===== src/rtl/hann_frame_ctrl.sv =====
// Hanning windowing sequencer: issues window ROM indices, aligns samples with
// coefficients at the multiplier and tags windowed results for the FFT stage.
module hann_frame_ctrl #(
  parameter int unsigned IDX_W   = 10,
  parameter int unsigned ROM_LAT = 1,
  parameter int unsigned MUL_LAT = 1,
  parameter int unsigned FCNT_W  = 8
) (
  input  logic              clk,
  input  logic              rst,
  input  logic              start,
  input  logic [FCNT_W-1:0] num_frames,
  input  logic              in_valid,
  input  logic [15:0]       in_data,
  output logic              in_ready,
  output logic [IDX_W-1:0]  win_index,
  output logic [15:0]       mul_data,
  input  logic [15:0]       mul_result,
  output logic              out_valid,
  output logic [15:0]       out_data,
  output logic              out_first,
  output logic              out_last,
  output logic              busy,
  output logic              done
);

  localparam int unsigned    PIPE       = ROM_LAT + MUL_LAT;
  localparam int unsigned    DCW        = $clog2(PIPE + 1);
  localparam logic [DCW-1:0] DRAIN_LAST = DCW'(PIPE - 1);
  localparam int unsigned    DBITS      = ROM_LAT * 16;

  typedef enum logic [1:0] {
    S_IDLE,
    S_RUN,
    S_DRAIN,
    S_DONE
  } state_t;

  state_t                   state;
  state_t                   state_nxt;
  logic [IDX_W-1:0]         sample_idx;
  logic [FCNT_W-1:0]        frame_cnt;
  logic [FCNT_W-1:0]        frame_cnt_inc;
  logic [FCNT_W-1:0]        num_frames_q;
  logic [DCW-1:0]           drain_cnt;
  logic [PIPE-1:0]          vld_pipe;
  logic [PIPE-1:0]          first_pipe;
  logic [PIPE-1:0]          last_pipe;
  logic [ROM_LAT-1:0][15:0] data_pipe;
  logic [15:0]              data_head;
  logic                     accept;
  logic                     idx_last;
  logic                     frame_end;

  assign accept        = in_valid & in_ready;
  assign idx_last      = (sample_idx == '1);
  assign frame_cnt_inc = frame_cnt + 1'b1;
  assign frame_end     = accept & idx_last & (frame_cnt_inc == num_frames_q);
  // Head stage holds the last accepted sample so gaps do not disturb alignment.
  assign data_head     = accept ? in_data : data_pipe[0];

  always_comb begin
    state_nxt = state;
    in_ready  = 1'b0;
    busy      = 1'b0;
    done      = 1'b0;
    unique case (state)
      S_IDLE: begin
        if (start) begin
          state_nxt = (num_frames == '0) ? S_DONE : S_RUN;
        end
      end
      S_RUN: begin
        in_ready = 1'b1;
        busy     = 1'b1;
        if (frame_end) begin
          state_nxt = S_DRAIN;
        end
      end
      S_DRAIN: begin
        busy = 1'b1;
        if (drain_cnt == DRAIN_LAST) begin
          state_nxt = S_DONE;
        end
      end
      S_DONE: begin
        done      = 1'b1;
        state_nxt = S_IDLE;
      end
      default: state_nxt = S_IDLE;
    endcase
  end

  always_ff @(posedge clk) begin
    if (rst) begin
      state        <= S_IDLE;
      sample_idx   <= '0;
      frame_cnt    <= '0;
      num_frames_q <= '0;
      drain_cnt    <= '0;
      win_index    <= '0;
      vld_pipe     <= '0;
      first_pipe   <= '0;
      last_pipe    <= '0;
      data_pipe    <= '0;
      out_data     <= '0;
    end else begin
      state <= state_nxt;

      if (state == S_IDLE && start) begin
        num_frames_q <= num_frames;
        sample_idx   <= '0;
        frame_cnt    <= '0;
      end else if (accept) begin
        win_index  <= sample_idx;
        sample_idx <= sample_idx + 1'b1;
        if (idx_last) begin
          frame_cnt <= frame_cnt_inc;
        end
      end

      drain_cnt <= (state == S_DRAIN) ? drain_cnt + 1'b1 : '0;

      vld_pipe   <= {vld_pipe[PIPE-2:0], accept};
      first_pipe <= {first_pipe[PIPE-2:0], accept & (sample_idx == '0)};
      last_pipe  <= {last_pipe[PIPE-2:0], accept & idx_last};
      data_pipe  <= DBITS'({data_pipe, data_head});

      if (vld_pipe[PIPE-2]) begin
        out_data <= mul_result;
      end
    end
  end

  assign mul_data  = data_pipe[ROM_LAT-1];
  assign out_valid = vld_pipe[PIPE-1];
  assign out_first = first_pipe[PIPE-1];
  assign out_last  = last_pipe[PIPE-1];

endmodule

===== config.mk =====
export PLATFORM = sky130hd
export DESIGN_NAME = hann_frame_ctrl
export DESIGN_NICKNAME = d
export VERILOG_FILES = /design/src/rtl/hann_frame_ctrl.sv
export SDC_FILE = /design/constraint.sdc
export NUM_CORES = 1
export LEC_CHECK = 0
export BUFFER_PORTS_ARGS = -buffer_cell sky130_fd_sc_hd__buf_2
export CAP_MARGIN = 0
export CORE_ASPECT_RATIO = 1.2
export CORE_MARGIN = 2
export CORE_UTILIZATION = 46
export CTS_CLUSTER_SIZE = 8
export DETAILED_ROUTE_END_ITERATION = 10
export GPL_ROUTABILITY_DRIVEN = 0
export PLACE_DENSITY = 0.72
export SYNTH_ARGS = -nofsm -noshare
export SYNTH_HDL_FRONTEND = slang
export SYNTH_SLANG_ARGS = --single-unit

===== constraint.sdc =====
create_clock -name clk -period 2.2 [get_ports clk]
set_input_delay 0.33 -clock clk [delete_from_list [all_inputs] [get_ports clk]]
set_output_delay 0.33 -clock clk [all_outputs]
set_load 0.03 [all_outputs]

Word-level counts from Yosys, hierarchy flattened
Index checks and enable logic that the tools add are counted.

Bits in registers: 78. Bits of input ports: 44. Output and inout bits: 48.

Add/subtract/negate cells: 3. Eq/ne operators: 9. Muxes and demuxes: 8. Bitwise gates (word level): 6. Reduce and logical (&&, ||, !) cells: 10.

Operators with widths (count): 10-bit by 1-bit adder with 10-bit output, second input constant (1); 10-bit == test, second input constant (1); 10-bit logical NOT (1); 8-bit by 1-bit adder with 8-bit output, second input constant (1); 8-bit == test (1); 8-bit logical NOT (1); 2-bit two-way mux (4); 2-bit one-hot mux with 4 select lines (1); 2-bit != test, second input constant (3); 2-bit OR reduction (3); 1-bit bitwise AND (4); 2-bit by 1-bit == test with 1-bit output, second input constant (2); 2-bit == test, second input constant (2); 2-bit AND reduction (2); 1-bit two-way mux (3); 3-bit AND reduction (1); 2-bit by 1-bit adder with 2-bit output, second input constant (1); 2-bit logical NOT (1); 1-bit NOT (2); 1-bit logical AND (1).

Logic depth before layout (Yosys ltp)
Gate-level depths: netlist of the first run.

Word-level depth: 7. Gate-level depth with buffers: 9. Gate-level depth less buffers: 8.

Worst setup path after synthesis of the first run
Ideal clock, no wire load.

Path type: reg-to-reg. Start: register state[1]. End: register state[1]. Library setup time: 0.121 ns. Arrival time: 2.141 ns. Slack: -0.062 ns. Cell stages (with the launch flop): 9. Path buffers: 0. Period minus slack after synthesis: 2.262 ns. Cell sequence: dfxtp_1 inv_1 ha_1 and2_1 and3_1 nand3_2 o21bai_1 o32a_1 mux2_4.

Word-level cells in the longest chain between the ends: 7. Elaborated cells between the ends (all ways): 13. Those cells by class: eq/ne: 6; mux: 2; bitwise: 3; reduce/logical: 2.

RTL lines: from (decl) (RTL line 39) `state_t state;`; from (signal assigned) (RTL line 108) `state <= state_nxt;`; 2-bit by 1-bit == test with 1-bit output (RTL line 67) `unique case (state)`; 1-bit two-way mux (RTL line 67); via in_ready (RTL line 15) `output logic in_ready,`; 1-bit bitwise AND (RTL line 55) `assign accept = in_valid & in_ready;`; 1-bit bitwise AND (2 in series) (RTL line 58) `assign frame_end = accept & idx_last & (frame_cnt_inc == num_frames_q);`; 2-bit != test (no source line); 3-bit AND reduction (no source line).

The timed path passes the listed nets, and every way through them passes these cells. A chain may end at the register's enable or synchronous reset.

Worst setup path in the final report of the first run
Start: register state[1]. End: register state[1].

Word-level cells in the longest chain between the ends: 7. Elaborated cells between the ends (all ways): 13. Those cells by class: eq/ne: 6; mux: 2; bitwise: 3; reduce/logical: 2.

RTL lines (RTL line): 2-bit by 1-bit == test with 1-bit output (67); 1-bit two-way mux (67); 1-bit bitwise AND (55); 1-bit bitwise AND (2 in series) (58); 2-bit != test (no source line); 3-bit AND reduction (no source line).

Several ways; a longest one is shown, not always the timed one.

==> reports/qor.csv, run 1 <==
metric,value,unit
run_status,completed,
relSlewSlack,55.73,%
synthDistinctLibCells,31,
setup_viol,0,
cts.clk_slew.worst_paths,0.08,ns
critical_path_buf_inv_count,1,
synth-xor-area-share,5.845,%
cp_cell_sequence,inv_1 > ha_2 > and2_1 > and3_2 > nand3_2 > o21bai_1 > o32a_1 > mux2_4,
globalRoute.totalOverflow,0,
fp-row-count,33,
finalClockSkew,0.009481,ns
grt_first_pass_wirelength,11430,um
drive_above_1_share,26.35,%
nets,511,
drt-wirelength-per-cell,12.75,um
floorplan.core_area,6730,um2
cts_max_path_buffers,2,
first_pass_detailed_route_iteration_total,6,
die_x,79.50,um
timing.final.hold_violations,0,
antenna-diode-count,0,
timing.critical_path.required,2.43,ns
ys_seq_area_share,49.62,%
die_area,7521,um2
synth_cells,365,
dp_cells,534,
grt_usage,19.61,%
endpoint_arrival_time_on_the_critical_path,2.32,ns
drcViolationCount,0,
crit_path_end_kind,register,
detail_route.wirelength,7015,um
final_period_minus_worst_setup_slack,2.088,ns
yosys-mux-area-fraction,6.561,%
synth_top_family_by_area,simple AND/OR/NAND/NOR gates,
port_buffers,91,
delay_heaviest_family_cp,compound AO/OA/AOI/OAI gates,
place.detailed.hpwl,5126,um
layout-area-overhead-vs-synth,23.94,%
viasPerCell,5.065,
clkSinkCount,78,
dpl_worst_slack,0.08859,ns
detailroute.via_count,2786,
start_kind,register,
p_leak,1.637,nW
synth-adder-area-share,3.579,%
ctsRootBufferMaster,clkbuf_8,
fmax,478.8,MHz
worstSetupPathType,register to register,
mappedNetlistArea,3147,um2
fillerInstances,643,
initial_utilization,46.76,%
drt.antenna.violating_nets,0,
synth-seq-cells,78,
layoutNonFillerInstCount,550,
max_stage_delay,0.38,ns
finalMaxSlewViolations,0,
timing_worst_slew_pin_value,0.6616,ns
cts_max_level,3,
seq_area,1563,um2
first_iter_violations,116,
power_density,869.5,nW/um2
crit_slowest_cell,o32a_1,
multi_input_comb_area,1493,um2
grt_setup_unrepaired,false,
synth_nets,418,
grt_pass1_vias,2552,
setup_tns,0,ns
post-route-worst-setup-slack,0.1116,ns
yosys.area_share.simple,22.31,%
cts_made_buffers,9,
hold_path_class,primary input to register,
clk_latency,0.34,ns
tritoncts,done,
post-route-period-util,94.93,%
maxCapViolCount,0,
ys.warnings.count,0,
synthesized_area_per_cell,8.621,um2
ir_drop,570.8,uV
synth-compound-area-share,9.026,%
antenna_found_initial,0,
top_level_ports,92,
critPathMaxFanout,4,
die_y,94.60,um
grt_max_degree,30,
cts_post_setup_buffers_inserted,0,
-- logic make-up (layout without fill, tap and decap cells) --
family / count (synthesis) / after routing
buffers and inverters: 25 / 123
xor gates and xnor gates: 21 / 21
and+or+nand+nor: 158 / 158
muxes: 20 / 20
DFF: 78 / 78
adders and majority gates: 9 / 9
AOI/OAI and AO/OA: 54 / 54
-- layer usage --
metal	global-route usage, %	up-vias	share of wire (%)
li1	-	1393	-
met1	22.85	1287	43
met2	33.33	94	49
met3	6.788	12	7.1
met4	6.897	0	1.3
met5	0	-	0
-- repair_timing --
| item | CTS | global route |
|---|---|---|
| resized for setup | 0 | 2 |
| hold buffers | 0 | 0 |
| setup endpoints to repair | 0 | 1 |
-- tightest hold or removal path, cell delays in order --
cell	delay, ns
buf_2	0.07
mux2i_1	0.05
nor2_1	0.07
-- area by class of cell --
| class | instances | area share, % |
|---|---|---|
| inverters | 8 | 0.7700 |
| multi-input cells | 262 | 38.27 |
| clock buffers | 10 | 3.272 |
| flip-flops and latches | 78 | 40.07 |
| clock inverters | 6 | 1.604 |
| repair buffers | 99 | 13.22 |
| well taps | 87 | 2.791 |
-- sequential cells by signal, indices dropped and copies added (netlist names), 8 cells and up --
register and count:
win_index 10, out_data 16, frame_cnt 8, mul_data 16, num_frames_q 8, sample_idx 10
-- power breakdown --
group | switching, W | internal [W] | leakage [nW]
Sequential | 0.0000619 | 0.00151 | 0.632
Combinational | 0.000510 | 0.000270 | 0.917
Clock | 0.000516 | 0.000520 | 0.0883
-- final timing paths --
check / start / end / slack (ns) / cells after the start
max: state[1] / state[1] / 0.11 / 8
min: mul_result[8] / out_data[8] / 0.22 / 3
max reg2reg: state[1] / state[1] / 0.11 / 8
min reg2reg: drain_cnt[0] / drain_cnt[0] / 0.42 / 1
-- layout by cell type (no fill, tap or decap), types with 9 or more instances in the layout --
| cell | Yosys | routed |
|---|---|---|
| dfxtp_1 | 78 | 77 |
| clkbuf_8 | 0 | 9 |
| xor2_1 | 9 | 9 |
| nand2_1 | 79 | 79 |
| a21oi_1 | 42 | 42 |
| nor2_1 | 36 | 36 |
| buf_2 | 2 | 91 |
| xnor2_1 | 12 | 12 |
| mux2i_1 | 18 | 18 |
-- Yosys cell counts --
cell type / number / share of area [%]
and2_1: 2 / 0.40
nor2_1: 36 / 4.3
or4b_2: 1 / 0.32
o22ai_1: 1 / 0.20
clkbuf_1: 15 / 1.8
mux2i_1: 18 / 5.7
nand3_2: 2 / 0.64
mux2_2: 1 / 0.36
mux2_4: 1 / 0.48
o21ai_0: 7 / 1.1
and4_1: 1 / 0.28
nor4_1: 3 / 0.60
nand2_1: 79 / 9.4
nor3_1: 5 / 0.80
nand3b_1: 1 / 0.24
nand3_1: 6 / 0.95
ha_1: 9 / 3.6
o21bai_1: 2 / 0.48
nand2b_1: 5 / 0.99
and3_1: 3 / 0.60
o32a_1: 1 / 0.32
nand4_1: 5 / 0.99
xor2_1: 9 / 2.5
a21oi_1: 42 / 6.7
xnor2_1: 12 / 3.3
buf_2: 2 / 0.32
dfxtp_1: 78 / 50
or3_1: 6 / 1.2
a22oi_1: 1 / 0.24
nor2b_1: 3 / 0.60
inv_1: 8 / 0.95
-- stage by stage --
stage	hold WS (ns)	instance area [um2]	util (%)	power, W
after global placement	0.4062	3707	55.08	0.002377
after floorplan	0.3982	3149	-	0.002159
after global routing	0.1981	3900	57.95	0.003584
after detailed placement	0.4117	3707	55.08	0.002394
final	0.2166	3900	57.95	0.003391
after CTS	0.1963	3897	57.91	0.003436
Note: power is estimated with default switching activity, not from simulation.
==> run 2, diff against run 1 <==
--- a/config.mk
+++ b/config.mk
@@ -5,15 +5,16 @@
 export SDC_FILE = /design/constraint.sdc
 export NUM_CORES = 1
 export LEC_CHECK = 0
+export ABC_AREA = 1
 export BUFFER_PORTS_ARGS = -buffer_cell sky130_fd_sc_hd__buf_2
 export CAP_MARGIN = 0
 export CORE_ASPECT_RATIO = 1.2
 export CORE_MARGIN = 2
-export CORE_UTILIZATION = 46
+export CORE_UTILIZATION = 47
 export CTS_CLUSTER_SIZE = 8
 export DETAILED_ROUTE_END_ITERATION = 10
 export GPL_ROUTABILITY_DRIVEN = 0
-export PLACE_DENSITY = 0.72
+export PLACE_DENSITY = 0.73
 export SYNTH_ARGS = -nofsm -noshare
 export SYNTH_HDL_FRONTEND = slang
 export SYNTH_SLANG_ARGS = --single-unit
==> reports/qor.csv, run 2 <==
metric,value,unit
run_status,completed,
detail_route.wirelength,7381,um
timing.rr.start,state[1],
grt_usage,20.94,%
hold_path_startpoint,mul_result[1],
synth-main-ff-cell,dfxtp_1,
synth-compound-area-share,15.74,%
finalClockSkew,0.01026,ns
grt_setup_unrepaired,false,
regToRegEndpoint,frame_cnt[0],
reg2reg_slack,0.22,ns
cts_max_path_buffers,2,
detailroute.via_count,3064,
intPower,0.002603,W
hold_path_class,primary input to register,
dr.max_layer_used,met4,
antenna-diode-count,0,
port_buffers,91,
grt_pass1_vias,2960,
cts.clk_slew.worst_paths,0.07,ns
cts_made_buffers,9,
synth-seq-cells,78,
switching_power_as_a_share_of_total_power,35.57,%
clk_latency,0.34,ns
viasPerCell,5.007,
critPathMaxFanout,7,
grt_first_pass_wirelength,12700,um
p_leak,1.839,nW
die_area,7656,um2
first_pass_detailed_route_iteration_total,4,
endpoint_arrival_time_on_the_critical_path,2.21,ns
setup_viol,0,
start_kind,register,
ys.warnings.count,0,
share_comb_of_total_power,30.3,%
power_density,997.4,nW/um2
grt_max_degree,34,
ys_seq_area_share,47.67,%
seqPwrFrac,43.3,%
worstHoldEndpoint,out_data[1],
timing_worst_slew_pin_value,0.5276,ns
async_reset_ff_share,0,%
die_y,95.45,um
final_period_minus_worst_setup_slack,1.982,ns
worstSetupPathType,register to register,
initial_utilization,48.08,%
drive_above_1_share,26.67,%
fmax,504.5,MHz
nets,573,
crit_path_end_kind,register,
cts_hold_repair.buffers,0,
drcViolationCount,0,
layout-area-overhead-vs-synth,23.68,%
top_level_ports,92,
power.switching,0.001437,W
place.detailed.hpwl,5573,um
timing.critical_path.required,2.43,ns
yosys-mux-area-fraction,0,%
maxCapViolCount,0,
setup_tns,0,ns
ir_drop,579.7,uV
routed-wl-met2,3627,um
fp-row-count,33,
first_iter_violations,155,
clkSinkCount,78,
synth.most_common_cell,nor2_1,
synth_nets,479,
yosys.area_share.simple,25.71,%
synth_top_area_cell,dfxtp_1,
post-route-period-util,90.10,%
drt-wirelength-per-cell,12.06,um
timing.final.hold_violations,0,
drt.antenna.violating_nets,0,
synth_top_family_by_area,simple AND/OR/NAND/NOR gates,
ctsRootBufferMaster,clkbuf_8,
synth.top_cells.by_count,"nor2_1 (88), dfxtp_1 (78), o21ai_0 (61), inv_1 (39), nand2_1 (36)",
fillerInstances,628,
synth_top_cell_area_share,47.67,%
drt-met1-wl,3287,um
layout_commonest_cell,buf_2,
worst_r2r_path_depth,9,
cts_max_level,3,
worstHoldPathCells,3,
synthDistinctLibCells,28,
die_x,80.21,um
synth-adder-area-share,3.438,%
synthesized_area_per_cell,7.689,um2
synth-xor-area-share,0.5348,%
floorplan.core_area,6813,um2
dp_cells,596,
yosys-top-cells-area,"dfxtp_1 (48%), nor2_1 (10%), o21ai_0 (9.3%), inv_1 (4.5%), nand2_1 (4.1%)",
layoutNonFillerInstCount,612,
layout_common_cells,"buf_2 (91), nor2_1 (88), dfxtp_1 (78)",
synth_enable_flop_cells,0,
antenna_found_initial,0,
synth_cells,426,
met3_wirelength,363,um
globalRoute.totalOverflow,0,
tritoncts,done,
mappedNetlistArea,3276,um2
clock_power_share,26.4,%
finalMaxSlewViolations,0,
relSlewSlack,64.79,%
-- run 2: cell count changes in the layout (fill, tap and decap cells not counted), moves of 9 or more --
cell	delta
a21oi_1	-16
inv_1	+31
mux2i_1	-18
nand2_1	-43
nand2_2	+9
nand3_1	+12
nor2_1	+52
o21ai_0	+54
xnor2_1	-11
-- run 2: cells by family after synthesis --
family	count (synthesis)
xor gates and xnor gates	2
AOI/OAI and AO/OA	97
adders and majority gates	9
and+or+nand+nor	180
DFF	78
buffers and inverters	60
-- run 2: critical path, cell delays in order, from the launching register on --
cell     delay (ns)
dfxtp_1        0.34
inv_1          0.12
ha_1           0.22
nand2_2        0.13
nor3_1         0.29
inv_1          0.13
nor4_2         0.29
inv_1          0.12
o21ai_0        0.16
a21oi_1        0.05
-- run 2: layout make-up --
cell class / count / area, um2 / share of cell area, %
sequential: 78 / 1562 / 38.54
multi-input combinational: 288 / 1494 / 36.87
timing repair buffer: 97 / 513.0 / 12.66
inverter: 46 / 172.7 / 4.262
clock buffer: 13 / 158.9 / 3.922
tap: 87 / 108.9 / 2.687
clock inverter: 3 / 42.54 / 1.050
-- run 2: power groups by stage --
stage / clock (W) / sequential [W] / combinational (W)
4_1_cts: 0.00110 / 0.00175 / 0.00123
2_1_floorplan: 0 / 0.00204 / 0.000613
6_report: 0.00107 / 0.00175 / 0.00122
5_1_grt: 0.00117 / 0.00177 / 0.00136
3_3_place_gp: 0 / 0.00177 / 0.00121
3_5_place_dp: 0 / 0.00178 / 0.00123
-- run 2: worst max path at each step --
stage / cells after the start / end / start / slack, ns
6_report: 9 / frame_cnt[0] / state[1] / 0.22
5_1_grt: 12 / sample_idx[9] / state[1] / 0.02
4_1_cts: 9 / frame_cnt[0] / state[1] / 0.25
3_5_place_dp: 9 / frame_cnt[0] / state[1] / 0.26
3_3_place_gp: 9 / frame_cnt[0] / state[1] / 0.38
2_1_floorplan: 9 / frame_cnt[0] / state[1] / 0.26
-- run 2: per-stage QoR --
stage | cell area, um2 | worst slack [ns] | util, % | power (W) | hold WS (ns)
floorplan | 3276 | 0.2649 | - | 0.002650 | 0.3883
global placement | 3844 | 0.3798 | 56.42 | 0.002980 | 0.3923
detailed placement | 3844 | 0.2590 | 56.42 | 0.003010 | 0.3983
CTS | 4045 | 0.2459 | 59.38 | 0.004080 | 0.1952
global route | 4051 | 0.01857 | 59.47 | 0.004304 | 0.2078
finish | 4051 | 0.2178 | 59.47 | 0.004041 | 0.2124
-- run 2: metal layers --
layer | GRT usage, % | vias up
met5 | 0 | -
met4 | 9.463 | 0
met3 | 5.492 | 10
met2 | 35.14 | 73
met1 | 25.03 | 1402
li1 | - | 1579
-- run 2: timing repair --
action,CTS,global route
buffers inserted,0,0
resized for setup,0,1
setup endpoints to repair,0,1
==> run 3, diff against run 2 <==
--- a/config.mk
+++ b/config.mk
@@ -8,7 +8,7 @@
 export ABC_AREA = 1
 export BUFFER_PORTS_ARGS = -buffer_cell sky130_fd_sc_hd__buf_2
 export CAP_MARGIN = 0
-export CORE_ASPECT_RATIO = 1.2
+export CORE_ASPECT_RATIO = 0.75
 export CORE_MARGIN = 2
 export CORE_UTILIZATION = 47
 export CTS_CLUSTER_SIZE = 8
==> reports/qor.csv, run 3 (synthesis gave the netlist of run 2 again) <==
metric,value,unit
crit_slowest_cell,dfxtp_1,
critPathLaunch,state[1],
placed_cell_area,3850,um2
setup_viol,0,
cts.clk_slew.worst_paths,0.08,ns
tritoncts,done,
intPower,0.002431,W
worst_r2r_path_depth,12,
die_x,100.4,um
detail_route.wirelength,7825,um
layout_common_cells,"buf_2 (91), nor2_1 (88), dfxtp_1 (78)",
fp-row-count,26,
cts_max_path_buffers,2,
die_y,76.30,um
hold_path_startpoint,mul_result[6],
fillerInstances,662,
clk_latency,0.35,ns
crit_path_end_kind,register,
viasPerCell,5.023,
seqPwrFrac,44.6,%
clock_power_share,23.5,%
port_buffers,91,
start_kind,register,
antenna_found_initial,0,
grt_setup_unrepaired,false,
drive_above_1_share,27.27,%
antenna-diode-count,0,
first_pass_detailed_route_iteration_total,4,
setup_tns,0,ns
seq_area,1562,um2
first_iter_violations,81,
timing.final.hold_violations,0,
grt_max_degree,30,
cp_cell_sequence,inv_1 > ha_1 > nand2_2 > nor2_1 > nand3_1 > inv_1 > nand2_1 > nor2_1 > inv_1 > nor3_2 > o21ai_0 > a31oi_1,
cts_made_buffers,9,
cts_max_level,3,
fmax,515.2,MHz
relSlewSlack,65.56,%
finalMaxSlewViolations,0,
place.detailed.hpwl,5809,um
endpoint_arrival_time_on_the_critical_path,2.22,ns
regToRegEndpoint,sample_idx[9],
detailroute.via_count,3074,
crit_end,sample_idx[9],
finalClockSkew,0.009574,ns
drt-wirelength-per-cell,12.79,um
ir_drop,462.2,uV
grt_usage,21.57,%
floorplan.core_area,6766,um2
total_power,0.003903,W
crit_cells,12,
drcViolationCount,0,
top_level_ports,92,
cpMostUsedCell,inv_1,
grt_first_pass_wirelength,13430,um
max_stage_delay,0.33,ns
power_density,969.7,nW/um2
run_status,completed,
post-route-period-util,88.23,%
timing.critical_path.required,2.48,ns
critical_path_buf_inv_count,3,
switching_power_as_a_share_of_total_power,37.72,%
delay_heaviest_family_cp,simple AND/OR/NAND/NOR gates,
share_comb_of_total_power,31.9,%
hold_path_class,primary input to register,
critPathMaxFanout,11,
clkSinkCount,78,
die_area,7661,um2
final_cell_area,4025,um2
globalRoute.totalOverflow,0,
initial_utilization,48.41,%
final_period_minus_worst_setup_slack,1.941,ns
timing.rr.start,state[1],
layout_commonest_cell,buf_2,
worstSetupPathType,register to register,
ctsRootBufferMaster,clkbuf_8,
power.switching,0.001472,W
drt.antenna.violating_nets,0,
p_leak,1.832,nW
maxCapViolCount,0,
grt_pass1_vias,3009,
nets,576,
timing_worst_slew_pin_value,0.5159,ns
multi_input_comb_area,1496,um2
layout-area-overhead-vs-synth,22.88,%
reg2reg_slack,0.26,ns
-- run 3: power by group through the flow --
stage	clock [W]	sequential (W)	combinational, W
4_1_cts	0.000943	0.00174	0.00125
5_1_grt	0.00101	0.00177	0.00139
2_1_floorplan	0	0.00204	0.000613
3_5_place_dp	0	0.00177	0.00125
3_3_place_gp	0	0.00176	0.00123
6_report	0.000916	0.00174	0.00125
-- run 3: cell type report --
cell class                 instances  area share [%]
clock buffer                      10           3.171
clock inverter                     6          0.9636
inverter                          46           4.290
multi-input combinational        288           37.18
sequential                        78           38.79
tap                               84           2.611
timing repair buffer             100           12.99
-- run 3: per-stage QoR --
stage / setup WS, ns / utilization [%] / hold WS (ns) / std cells
after CTS: 0.2318 / 59.36 / 0.1857 / 612
after detailed placement: 0.2521 / 56.90 / 0.3999 / 596
after global placement: 0.3373 / 56.90 / 0.4008 / 596
after global routing: 0.02230 / 59.49 / 0.1867 / 612
final: 0.2589 / 59.49 / 0.1991 / 612
after floorplan: 0.2649 / - / 0.3883 / 426
-- run 3: how the worst min path moves through the flow --
stage | to | slack [ns] | depth (start not counted)
2_1_floorplan | first_pipe[1] | 0.39 | 2
3_3_place_gp | first_pipe[1] | 0.40 | 2
3_5_place_dp | first_pipe[1] | 0.40 | 2
4_1_cts | out_data[6] | 0.19 | 3
5_1_grt | out_data[7] | 0.19 | 3
6_report | out_data[6] | 0.20 | 3
-- run 3: worst min-delay path, stage by stage --
cell and delay (ns):
buf_2 0.07, nor2_1 0.03, nor2_1 0.08
-- run 3: per-layer routing --
metal	track usage, %	vias to the layer above	routed length (um)	share of wire (%)
met5	0	-	0	0
met4	6.164	0	51	0.65
met3	6.330	4	480	6.1
met2	34.36	83	3554	45
met1	28.45	1402	3739	48
li1	-	1585	-	-
-- run 3: repair_timing --
item                       in CTS  in global routing
setup buffers                   0                  0
resized for setup               0                  1
setup endpoints to repair       0                  1
hold buffers                    0                  0
